===== src/rtl/csa_operand_collector.sv =====
// rtl/csa_operand_collector.sv - buffers an operand group and sums it through a carry-save adder tree

// Carry-save reduction of M unsigned N-bit operands into a W-bit {Cout, Sum} total.
module csa #(
  parameter int M = 8,
  parameter int N = 4
) (
  input  logic [N-1:0]     operands_i [M],
  output logic             cout_o,
  output logic [N+M-3:0]   sum_o
);

  localparam int W = N + M - 1;

  logic [W-1:0] s_acc;
  logic [W-1:0] c_acc;
  logic [W-1:0] s_nxt;
  logic [W-1:0] op_ext;
  logic [W-1:0] total;

  // 3:2 compress one operand at a time into the sum/carry pair, then resolve with a final add.
  // The true sum is below 2^W, so dropping carries past bit W-1 cannot change the result.
  always_comb begin
    s_acc  = W'(operands_i[0]);
    c_acc  = W'(operands_i[1]);
    s_nxt  = '0;
    op_ext = '0;
    for (int i = 2; i < M; i++) begin
      op_ext = W'(operands_i[i]);
      s_nxt  = s_acc ^ c_acc ^ op_ext;
      c_acc  = ((s_acc & c_acc) | (s_acc & op_ext) | (c_acc & op_ext)) << 1;
      s_acc  = s_nxt;
    end
    total = s_acc + c_acc;
  end

  assign {cout_o, sum_o} = total;

endmodule

// Operand collector: FILL accepts up to M operands, CALC registers the tree output, DONE holds it.
module csa_operand_collector #(
  parameter int M = 8,
  parameter int N = 4,
  localparam int W = N + M - 1,
  localparam int C = $clog2(M + 1)
) (
  input  logic         clk,
  input  logic         rst_n,
  input  logic         in_valid,
  output logic         in_ready,
  input  logic [N-1:0] in_data,
  input  logic         in_last,
  output logic         out_valid,
  input  logic         out_ready,
  output logic [W-1:0] out_sum,
  output logic [C-1:0] out_count
);

  localparam int IW = $clog2(M);

  typedef enum logic [1:0] {
    S_FILL = 2'd0,
    S_CALC = 2'd1,
    S_DONE = 2'd2
  } state_t;

  state_t       state_q;
  logic [C-1:0] idx_q;
  logic [N-1:0] slot_q [M];
  logic         in_ready_q;
  logic         out_valid_q;
  logic [W-1:0] out_sum_q;
  logic [C-1:0] out_count_q;

  logic         csa_cout;
  logic [W-2:0] csa_sum;
  logic [W-1:0] sum_d;

  csa #(
    .M(M),
    .N(N)
  ) u_csa (
    .operands_i(slot_q),
    .cout_o    (csa_cout),
    .sum_o     (csa_sum)
  );

  assign sum_d = {csa_cout, csa_sum};

  // Group sequencing; in_ready/out_valid are registered so neither depends on in_valid/out_ready.
  always_ff @(posedge clk) begin
    if (!rst_n) begin
      state_q     <= S_FILL;
      idx_q       <= '0;
      for (int i = 0; i < M; i++) slot_q[i] <= '0;
      in_ready_q  <= 1'b0;
      out_valid_q <= 1'b0;
      out_sum_q   <= '0;
      out_count_q <= '0;
    end else begin
      case (state_q)
        S_FILL: begin
          // in_ready comes up one edge after reset release and stays up while filling.
          in_ready_q <= 1'b1;
          if (in_valid && in_ready_q) begin
            slot_q[idx_q[IW-1:0]] <= in_data;
            idx_q                 <= idx_q + C'(1);
            if ((idx_q == C'(M - 1)) || in_last) begin
              state_q    <= S_CALC;
              in_ready_q <= 1'b0;
            end
          end
        end
        S_CALC: begin
          out_sum_q   <= sum_d;
          out_count_q <= idx_q;
          out_valid_q <= 1'b1;
          state_q     <= S_DONE;
        end
        S_DONE: begin
          // Slots are zeroed on handoff so a following short group is zero-padded.
          if (out_ready) begin
            out_valid_q <= 1'b0;
            idx_q       <= '0;
            for (int i = 0; i < M; i++) slot_q[i] <= '0;
            in_ready_q  <= 1'b1;
            state_q     <= S_FILL;
          end
        end
        default: begin
          state_q     <= S_FILL;
          idx_q       <= '0;
          in_ready_q  <= 1'b0;
          out_valid_q <= 1'b0;
        end
      endcase
    end
  end

  assign in_ready  = in_ready_q;
  assign out_valid = out_valid_q;
  assign out_sum   = out_sum_q;
  assign out_count = out_count_q;

endmodule

===== config.mk =====
export PLATFORM = sky130hd
export DESIGN_NAME = csa_operand_collector
export DESIGN_NICKNAME = d
export VERILOG_FILES = /design/src/rtl/csa_operand_collector.sv
export SDC_FILE = /design/constraint.sdc
export NUM_CORES = 1
export LEC_CHECK = 0
export CAP_MARGIN = 5
export CELL_PAD_IN_SITES_DETAIL_PLACEMENT = 0
export CELL_PAD_IN_SITES_GLOBAL_PLACEMENT = 2
export CORE_ASPECT_RATIO = 1.25
export CORE_UTILIZATION = 40
export DETAILED_ROUTE_END_ITERATION = 8
export MAX_ROUTING_LAYER = met4
export PLACE_DENSITY = 0.92
export RECOVER_POWER = 25
export SETUP_SLACK_MARGIN = 0.3
export SLEW_MARGIN = 10
export SYNTH_ARGS = -nofsm -noshare
export SYNTH_HDL_FRONTEND = slang
export SYNTH_SLANG_ARGS = --single-unit

===== constraint.sdc =====
create_clock -name clk -period 8.1 [get_ports clk]
set_clock_uncertainty 0.2 [all_clocks]
set_input_delay 1.62 -clock clk [delete_from_list [all_inputs] [get_ports clk]]
set_output_delay 1.62 -clock clk [all_outputs]
set_load 0.02 [all_outputs]

* Yosys cells after proc, flatten, opt, wreduce, memory -nomap -nowiden
Cells that the tools add are included.
** Storage, ports and cells
- Logic and storage cells :: 98
- Bits in registers :: 55
- Bits of input ports :: 9
** Operators by class
- Bitwise operators :: 45
- $lt $le $gt $ge :: 2
- Add/sub/neg operators :: 2
- Reductions and logical operators :: 10
- Equality and inequality tests :: 6
- Mux-type cells :: 19
** Operators by type and width (count)
- $or A10 B10 Y10 :: 11
- $and A10 B4 Y10 :: 10
- $mux W32 :: 2
- $pmux W32 S2 :: 1
- $xor A11 B11 Y11 :: 5
- $xor A11 B4 Y11 :: 5
- $and A10 B10 Y10 :: 5
- $bwmux W32 :: 1
- $and A4 B4 Y4 :: 3
- $demux W4 S3 :: 1
- $mux W4 :: 3
- $pmux W4 S3 :: 1
- $add A11 B11 Y11 :: 1
- $or A10 B4 Y10 :: 1
- $reduce_and A3 Y1 :: 3
- $xor A4 B4 Y4 :: 2
- $mux W2 :: 3
- $ne A2 B2 Y1 const B :: 3
- $pmux W1 S3 :: 2
- $pmux W2 S3 :: 1
- $add A4 B1 Y4 const B :: 1
- $eq A4 B3 Y1 const B :: 1
- $ge A4 B4 Y1 const B :: 1
- $lt A4 B1 Y1 const B :: 1
- 10 further kinds :: 16

* Longest topological paths before layout
Gate-level depths: netlist (run 1).
- Word-level depth :: 19
- Gate-level depth with buffers :: 17
- Mapped depth without buffers :: 17

* By module
Synthesis (run 1) repeated with hierarchy kept, for this count alone.
** Unflattened totals
- Cells, all modules :: 333
- Area, all modules :: 3183.1 um^2
** By module, submodules not included
- csa_operand_collector :: cells each 228, sequential area each 1101.1 um^2, area each 2200.9 um^2, times used 1
- csa :: cells each 105, sequential area each 0.0 um^2, area each 982.2 um^2, times used 1

* Least setup slack after synthesis (run 1)
No wires, ideal clock.
- Path kind :: register to register
- Start :: register slot_q[21] (netlist bit)
- End :: register out_sum_q[5], in the netlist out_sum[5]
- Setup time :: 101 ps
- Buffers on the path :: 0
- Cell stages (with the launch flop) :: 18
- Required time :: 7799 ps
- Slack :: 3253 ps
- Data arrival time :: 4546 ps
- Cell sequence :: dfxtp_1 inv_1 fa_1 fa_1 inv_1 fa_1 fa_1 fa_1 inv_1 fa_1 inv_1 ha_1 inv_1 fa_1 nand2b_1 a21oi_1 nor2_1 o41ai_1
** On the way
- Longest elaborated chain between the ends :: 17
- Elaborated cells on any way between the ends :: 41
** Ends and longest elaborated chain
- start: declaration :: RTL line 70 : logic [N-1:0] slot_q [M];
- start signal: indexed assignment :: RTL line 107 : slot_q[idx_q[IW-1:0]] <= in_data;
- $and A4 B4 Y4 :: RTL line 31 : c_acc = ((s_acc & c_acc) | (s_acc & op_ext) | (c_acc & op_ext)) << 1;
- $or A10 B10 Y10 :: RTL line 31
- $or A10 B4 Y10 :: RTL line 31
- $and A10 B10 Y10 / $xor A11 B11 Y11 (equally long branches) :: RTL line 31, 30
- $or A10 B10 Y10 / $xor A11 B4 Y11 (equally long branches) :: RTL line 31, 30
- $or A10 B10 Y10 (tied with other cells) :: RTL line 31
- $and A10 B10 Y10 (tied with other cells) :: RTL line 31
- $or A10 B10 Y10 (tied with other cells) (2 in a row) :: RTL line 31
- $and A10 B10 Y10 (tied with other cells) :: RTL line 31
- $or A10 B10 Y10 (tied with other cells) (2 in a row) :: RTL line 31
- $xor A11 B11 Y11 (tied with other cells) :: RTL line 30 : s_nxt = s_acc ^ c_acc ^ op_ext;
- $xor A11 B4 Y11 (tied with other cells) :: RTL line 30
- $xor A11 B11 Y11 / $or A10 B10 Y10 (equally long branches) :: RTL line 30, 31
- $xor A11 B4 Y11 / $or A10 B10 Y10 (equally long branches) :: RTL line 30, 31
- $add A11 B11 Y11 * :: RTL line 34 : total = s_acc + c_acc;
- end signal: assignment :: RTL line 116 : out_sum_q <= sum_d;
- end: declaration :: RTL line 73 : logic [W-1:0] out_sum_q;
Every way passes the cells marked *; elsewhere a longest branch is shown, timed or not.
A chain may end at the register's enable or synchronous reset.

* Final worst setup path (run 1)
Ends and elaborated chain as after synthesis.

==> key figures, run 1 <==
STA
  • Final setup margin: 3010 ps
  • Max_slew headroom: 43.8%
  • Unrepaired setup endpoints after global routing: false
  • Final min period: 5090 ps
  • Max Freq: 0.196 GHz
  • Final setup vio count: 0
  • Final hold violations: 0
  • Tcrit/Tclk final: 62.9%
  • Worst-margin pin slew: 841 ps
  • Max-slew violations: 0
  • Worst hold margin: 258 ps
  • Setup TNS: 0 ps

Floorplanning
  • Die Ht: 98.4 um
  • Die width: 79.2 um
  • Core Rows: 34
  • Io pins: 26
  • Core Box Area: 0.00706 mm^2
  • Die area: 0.00779 mm^2
  • Initial Util: 42.2%

Synth
  • Syn Inst Count: 298
  • Async SR Flop Fraction: 0%
  • Top area cells in the synthesized netlist: dfxtp_1 35%, fa_1 15%, a32o_1 8.1%
  • Area leader, netlist: dfxtp_1
  • Seq cells post-synth: 52
  • Number of synthesized flops with an enable pin: 0
  • Ys flop type: dfxtp_1
  • Distinct cell type count after synthesis: 47
  • Average size of a mapped cell: 9.99 um^2
  • Sequential fraction of the synthesis area: 35.0%
  • Post-synth top cells: 52 x dfxtp_1, 32 x inv_1, 24 x a32o_1
  • Yosys warns: 0
  • Mapped Area: 0.00298 mm^2
  • Most frequent cell after synthesis: dfxtp_1
  • Post-synth top area share: 35.0%

Global routing
  • Antenna violations before repair: 0
  • Total Routing Usage GR: 18.2%
  • Wire length of the first global-routing pass: 10800 um
  • Gr ovfl total: 0
  • Vias in the first global route: 2181
  • Largest net degree at the start of global routing: 19

Detailed routing
  • Drt total wl: 6040 um
  • Vias per std cell: 5.24
  • Vias: 2094
  • Drt drc: 0
  • Post-DRT Antenna Nets: 0
  • Routed WL per cell: 15.1 um
  • 1st-pass router iterations: 5
  • Drt initial violations: 89

Cells and area
  • Final cell count without fillers: 400
  • FF/Latch Area: 0.00104 mm^2
  • Final net count: 358
  • Synth-to-Final Area Change: 10.3%
  • Share of layout cells above drive strength 1: 8.39%
  • Filler Cell Count: 733
  • Multi-input logic area: 0.00169 mm^2
  • Diodes inserted: 0
  • Final Cell Area: 0.00328 mm^2
  • Final core utilization: 46.5%

CTS
  • CTS tree: built
  • Total CTS buffers: 5
  • Htree depth: 2
  • CTS sink cnt: 52
  • Clock Path Buffers: 2
  • Worst-Skew Late Latency: 310 ps
  • Post-CTS Resized: 0
  • Clock slew at reported path FFs: 90 ps
  • Clk root buf: clkbuf_8
  • Post-CTS Setup Inserts: 0
  • Hold-fix buffers, CTS: 0

Place
  • GPL Wtd Cong: 0.815
  • Post-DP HPWL: 4540 um
  • Post-DP Area: 0.00319 mm^2
  • Post-Place Cells: 392
  • DP Worst Slack: 3020 ps
  • I/O Buffers: 22

Setup path
  • Required time of the critical path: 8110 ps
  • Crit-path max FO: 3
  • Crit Path Category: reg2reg
  • Critical path launch point type: flop
  • Endpoint class of the critical path: flop
  • Crit path DAT: 5100 ps

Power
  • Leak pwr: 1.36 nW
  • P per Cell Area: 142 mW/mm^2
  • Peak VDD IR: 0.0000634 V
  • Pwr Total: 466 uW

Run status
  • Status: finished clean

Job
  • Number of max-cap violations: 0

Min path
  • Hold Crit Class: reg2reg
-- area by class of cell --
class	count	area share, %
clock buffers	6	2.51
clock inverters	2	0.305
inverters	33	3.77
multi-input cells	195	51.6
flip-flops and latches	52	31.7
well taps	90	3.43
repair buffers	22	6.70
-- report_power, final --
part	internal, mW	switching (mW)
Combinational	0.0178	0.0307
Sequential	0.259	0.00465
Clock	0.0684	0.0853
-- worst max-delay path, stage by stage (launching register included) --
cell and delay, ps:
dfxtp_1 340, inv_1 60, fa_1 490, fa_1 530, inv_1 60, fa_1 480
fa_1 520, fa_1 530, inv_1 50, fa_1 440, inv_1 70, ha_1 150
inv_1 50, fa_1 360, nand2b_1 190, a21oi_1 130, nor2_1 50, o41ai_1 290
-- path summary, 6_finish.rpt --
path | startpoint | to | slack, ps | cells after the start
max | slot_q[21] | out_sum[5] | 3010 | 17
max reg2reg | slot_q[21] | out_sum[5] | 3010 | 17
min | out_sum[3] | out_sum[3] | 260 | 2
min reg2reg | out_sum[3] | out_sum[3] | 260 | 2
-- routing by layer --
layer  GRT usage, %  vias to the layer above  routed length [um]
met5              -                        -                   0
met2           29.6                       22                3140
met1           23.6                     1025                2690
li1               -                     1040                   -
met3           2.78                        7                 139
met4           4.62                        0                  70
-- logic make-up after synthesis --
family | count (synthesis) | synth area share, %
XOR/XNOR | 3 | 0.883
AO/OA/AOI/OAI | 73 | 18.3
AND/OR/NAND/NOR | 76 | 15.0
adder cells (fa/ha/maj) | 40 | 22.4
flip-flops | 52 | 35.0
buffers and inverters | 53 | 8.36
other | 1 | 0.126
-- state kept, by name, indices dropped and copies added (netlist names) --
signal,cells
state_q,2
out_sum,8
in_ready,1
idx_q,4
out_count,4
slot_q,32
out_valid,1
-- cells in the final DEF, fill, tap and decap left out, types with 3 or more instances in the layout --
| cell | count |
|---|---|
| inv_1 | 33 |
| a21oi_1 | 20 |
| dfxtp_1 | 52 |
| o211ai_1 | 4 |
| nand2b_1 | 4 |
| nand3_1 | 8 |
| ha_1 | 18 |
| a21oi_2 | 6 |
| nor2_1 | 20 |
| clkbuf_8 | 6 |
| a32o_1 | 24 |
| o21ai_0 | 6 |
| conb_1 | 3 |
| nand2_1 | 23 |
| dlygate4sd3_1 | 7 |
| o21ai_1 | 4 |
| fa_1 | 22 |
| clkdlybuf4s50_1 | 15 |
No activity file was read; power rests on OpenSTA's default activity.
==> run 2, diff against run 1 <==
--- a/config.mk
+++ b/config.mk
@@ -9,10 +9,10 @@
 export CELL_PAD_IN_SITES_DETAIL_PLACEMENT = 0
 export CELL_PAD_IN_SITES_GLOBAL_PLACEMENT = 2
 export CORE_ASPECT_RATIO = 1.25
-export CORE_UTILIZATION = 40
+export CORE_UTILIZATION = 37
 export DETAILED_ROUTE_END_ITERATION = 8
 export MAX_ROUTING_LAYER = met4
-export PLACE_DENSITY = 0.92
+export PLACE_DENSITY = 0.86
 export RECOVER_POWER = 25
 export SETUP_SLACK_MARGIN = 0.3
 export SLEW_MARGIN = 10
==> constraint.sdc (replaced) <==
create_clock -name clk -period 4.8 [get_ports clk]
set_clock_uncertainty 0.2 [all_clocks]
set_input_delay 0.96 -clock clk [delete_from_list [all_inputs] [get_ports clk]]
set_output_delay 0.96 -clock clk [all_outputs]
set_load 0.02 [all_outputs]
==> run 2 against run 1 <==
- via count up 1.4%
- combinational power up 85%
- clock-buffer cell count increased by 1
- register-to-register slack worse by 3000 ps
- non-clock buffer count grew 4
- critical path depth stayed put
- clock power grew 110%
- worst setup slack got worse by 3000 ps
- sequential cell count did not move
- sequential power grew 69%
- maximum frequency is 7.0% higher
- critical path type unchanged
- largest power group unchanged
==> key figures, run 2 (same netlist as run 1, synthesis figures left out) <==
Setup path
  • Crit Path Category: reg2reg
  • Crit path DAT: 4760 ps (-340 ps)
  • R2R setup slack: 40 ps (-2970 ps)
  • Critical path depth: 17 (unchanged)
  • Worst Setup SP: slot_q[29]
  • R2R cell count: 17 (unchanged)
  • Critical path's top delay family: adder cells
  • Critical path launch point type: flop
  • Endpoint class of the critical path: flop
  • Worst path cell trace: inv_2, fa_1, fa_1, inv_1, fa_1, fa_1, fa_1, inv_2, fa_2, inv_2, ha_4, inv_4, fa_2, nand2b_4, a21oi_2, nor2_1, o41ai_1
  • Slowest cell on crit path: fa_1
  • Worst R2R End: out_sum[5]
  • CP endpoint: out_sum[5]
  • Slowest cell delay on critical path: 530 ps (about the same)
  • Cell mode on critical path: fa_1
  • Required time of the critical path: 4800 ps (-3310 ps)
  • Crit-path max FO: 3 (unchanged)
  • Reg-to-Reg Start: slot_q[29]
  • CP bufs+invs: 5 (unchanged)

Global routing
  • Total Routing Usage GR: 17.8% (-0.41 points)
  • Wire length of the first global-routing pass: 11000 um (+1.5%)
  • Largest net degree at the start of global routing: 19 (unchanged)
  • Antenna violations before repair: 0 (unchanged)
  • Gr ovfl total: 0 (unchanged)
  • Vias in the first global route: 2203 (+1.0%)

Floorplanning
  • Core Box Area: 0.00779 mm^2 (+10%)
  • Core Rows: 36 (+5.9%)
  • Initial Util: 38.2% (-4.0 points)
  • Die area: 0.00841 mm^2 (+7.9%)
  • Die Ht: 102 um (+3.9%)
  • Io pins: 26 (unchanged)
  • Die width: 82.2 um (+3.9%)

Job
  • Number of max-cap violations: 0 (unchanged)

Power
  • Pint: 655 uW (+90%)
  • Sw power: 205 uW (+70%)
  • Sequential share of power: 51.7% (-4.9 points)
  • Logic pwr share: 10.4% (about the same)
  • Pwr Total: 860 uW (+85%)
  • Peak VDD IR: 0.000139 V (+120%)
  • P per Cell Area: 248 mW/mm^2 (+75%)
  • Clk network pwr share: 37.9% (+4.9 points)
  • Switching share of total power: 23.8% (-2.1 points)
  • Leak pwr: 1.40 nW (+2.6%)

CTS
  • CTS tree: built
  • Clk root buf: clkbuf_8
  • Total CTS buffers: 5 (unchanged)
  • CTS sink cnt: 52 (unchanged)
  • Htree depth: 2 (unchanged)
  • Clock Path Buffers: 2 (unchanged)
  • Clock slew at reported path FFs: 90 ps (about the same)
  • Worst-Skew Late Latency: 300 ps (about the same)

STA
  • Unrepaired setup endpoints after global routing: true
  • Worst-margin pin slew: 933 ps (+92.5 ps)
  • Worst hold margin: 261 ps (+3.64 ps)
  • Max_slew headroom: 37.7% (-6.2 points)
  • Tcrit/Tclk final: 99.2% (+36 points)
  • Final setup vio count: 0 (unchanged)
  • Final setup margin: 40.2 ps (-2970 ps)
  • Final min period: 4760 ps (-332 ps)
  • Final hold violations: 0 (unchanged)
  • Max Freq: 0.210 GHz (+7.0%)
  • Max-slew violations: 0 (unchanged)

Min path
  • Hold path startpoint: out_sum[3]
  • Hold Crit Class: reg2reg

Cells and area
  • Max FFs per register: 32 (unchanged)
  • Share of layout cells above drive strength 1: 19.1% (+11 points)
  • Top reg by flops: slot_q
  • Commonest non-fill, non-tap cell in the layout: dfxtp_1
  • Commonest non-fill, non-tap cells in the layout: 47 x dfxtp_1, 24 x a32o_1, 23 x inv_1, 23 x nand2_1, 20 x fa_1
  • Filler Cell Count: 753 (+2.7%)
  • Final net count: 362 (+1.1%)
  • Synth-to-Final Area Change: 16.8%
  • Diodes inserted: 0 (unchanged)
  • Final Cell Area: 0.00348 mm^2 (+5.8%)

Place
  • Post-DP Area: 0.00327 mm^2 (+2.3%)
  • Post-DP HPWL: 4740 um (+4.5%)
  • DP Worst Slack: 5.56 ps (-3020 ps)
  • I/O Buffers: 22 (unchanged)
  • GPL Wtd Cong: 0.816 (+0.12%)

Detailed routing
  • 1st-pass router iterations: 4 (-1)
  • Vias per std cell: 5.19 (-0.85%)
  • Post-DRT Antenna Nets: 0 (unchanged)
  • Vias: 2123 (+1.4%)
  • Drt initial violations: 65 (-27%)
  • Drt total wl: 6400 um (+6.0%)
  • Routed WL per cell: 15.6 um (+3.7%)
  • Drt drc: 0 (unchanged)

Run status
  • Status: finished clean
run 2: cell count changes in the layout (fill, tap and decap cells not counted), moves of 4 or more:
cell	delta
buf_4	+4
inv_2	+9
ha_1	-4
dfxtp_1	-5
inv_1	-10
ha_4	+4
dfxtp_2	+5
run 2: tightest hold or removal path, cell delays in order, from the launching register on:
cell and delay (ps):
dfxtp_1 320, nand2_1 50, a21oi_1 50
run 2: layer usage:
metal  wire length [um]  vias up  GRT usage, %
li1                   -     1050             -
met4                145        0          6.07
met2               3210       29          29.2
met5                  0        -             -
met1               2900     1033          22.1
met3                145       11          2.41
run 2: metrics by stage:
| step | utilization (%) | TNS (ps) | cells |
|---|---|---|---|
| detailed placement | 41.9 | 0 | 399 |
| CTS | 44.3 | -16.1 | 409 |
| global route | 44.6 | -415 | 409 |
| finish | 44.6 | 0 | 409 |
| global placement | 41.9 | 0 | 399 |
| floorplan | - | 0 | 300 |
run 2: power groups by stage:
stage	registers, mW	logic, mW	clock network, mW
finish	0.445	0.0895	0.326
global route	0.447	0.0994	0.356
CTS	0.445	0.0900	0.339
detailed placement	0.455	0.0863	0
global placement	0.455	0.0871	0
floorplan	0.454	0.0625	0
run 2: cell type report:
type,instances,area (um^2),area share (%)
timing repair buffer,26,250,7.20
tap,95,119,3.42
clock buffer,7,96.3,2.77
multi-input combinational,195,1810,52.0
inverter,33,126,3.64
clock inverter,1,30.0,0.864
sequential,52,1050,30.1
run 2: what timing repair did:
item,CTS,global route
gates cloned,0,0
hold buffers,0,0
setup endpoints to repair,6,6
gates resized for setup,7,12
hold endpoints to repair,0,0
pin swaps,5,11
buffers inserted,2,0
run 2: worst min-delay path by stage:
stage / to / slack (ps) / cells after the start
floorplan: slot_q[17] / 240 / 2
global placement: out_sum[3] / 240 / 2
detailed placement: out_sum[1] / 250 / 2
CTS: out_sum[1] / 270 / 2
global route: slot_q[17] / 280 / 2
finish: out_sum[3] / 260 / 2
==> run 3, diff against run 2 <==
--- a/config.mk
+++ b/config.mk
@@ -15,7 +15,7 @@
 export PLACE_DENSITY = 0.86
 export RECOVER_POWER = 25
 export SETUP_SLACK_MARGIN = 0.3
-export SLEW_MARGIN = 10
+export SLEW_MARGIN = 20
 export SYNTH_ARGS = -nofsm -noshare
 export SYNTH_HDL_FRONTEND = slang
 export SYNTH_SLANG_ARGS = --single-unit
==> results of run 3 <==
Same layout as run 2: the final DEF is identical, and so are final timing and power.
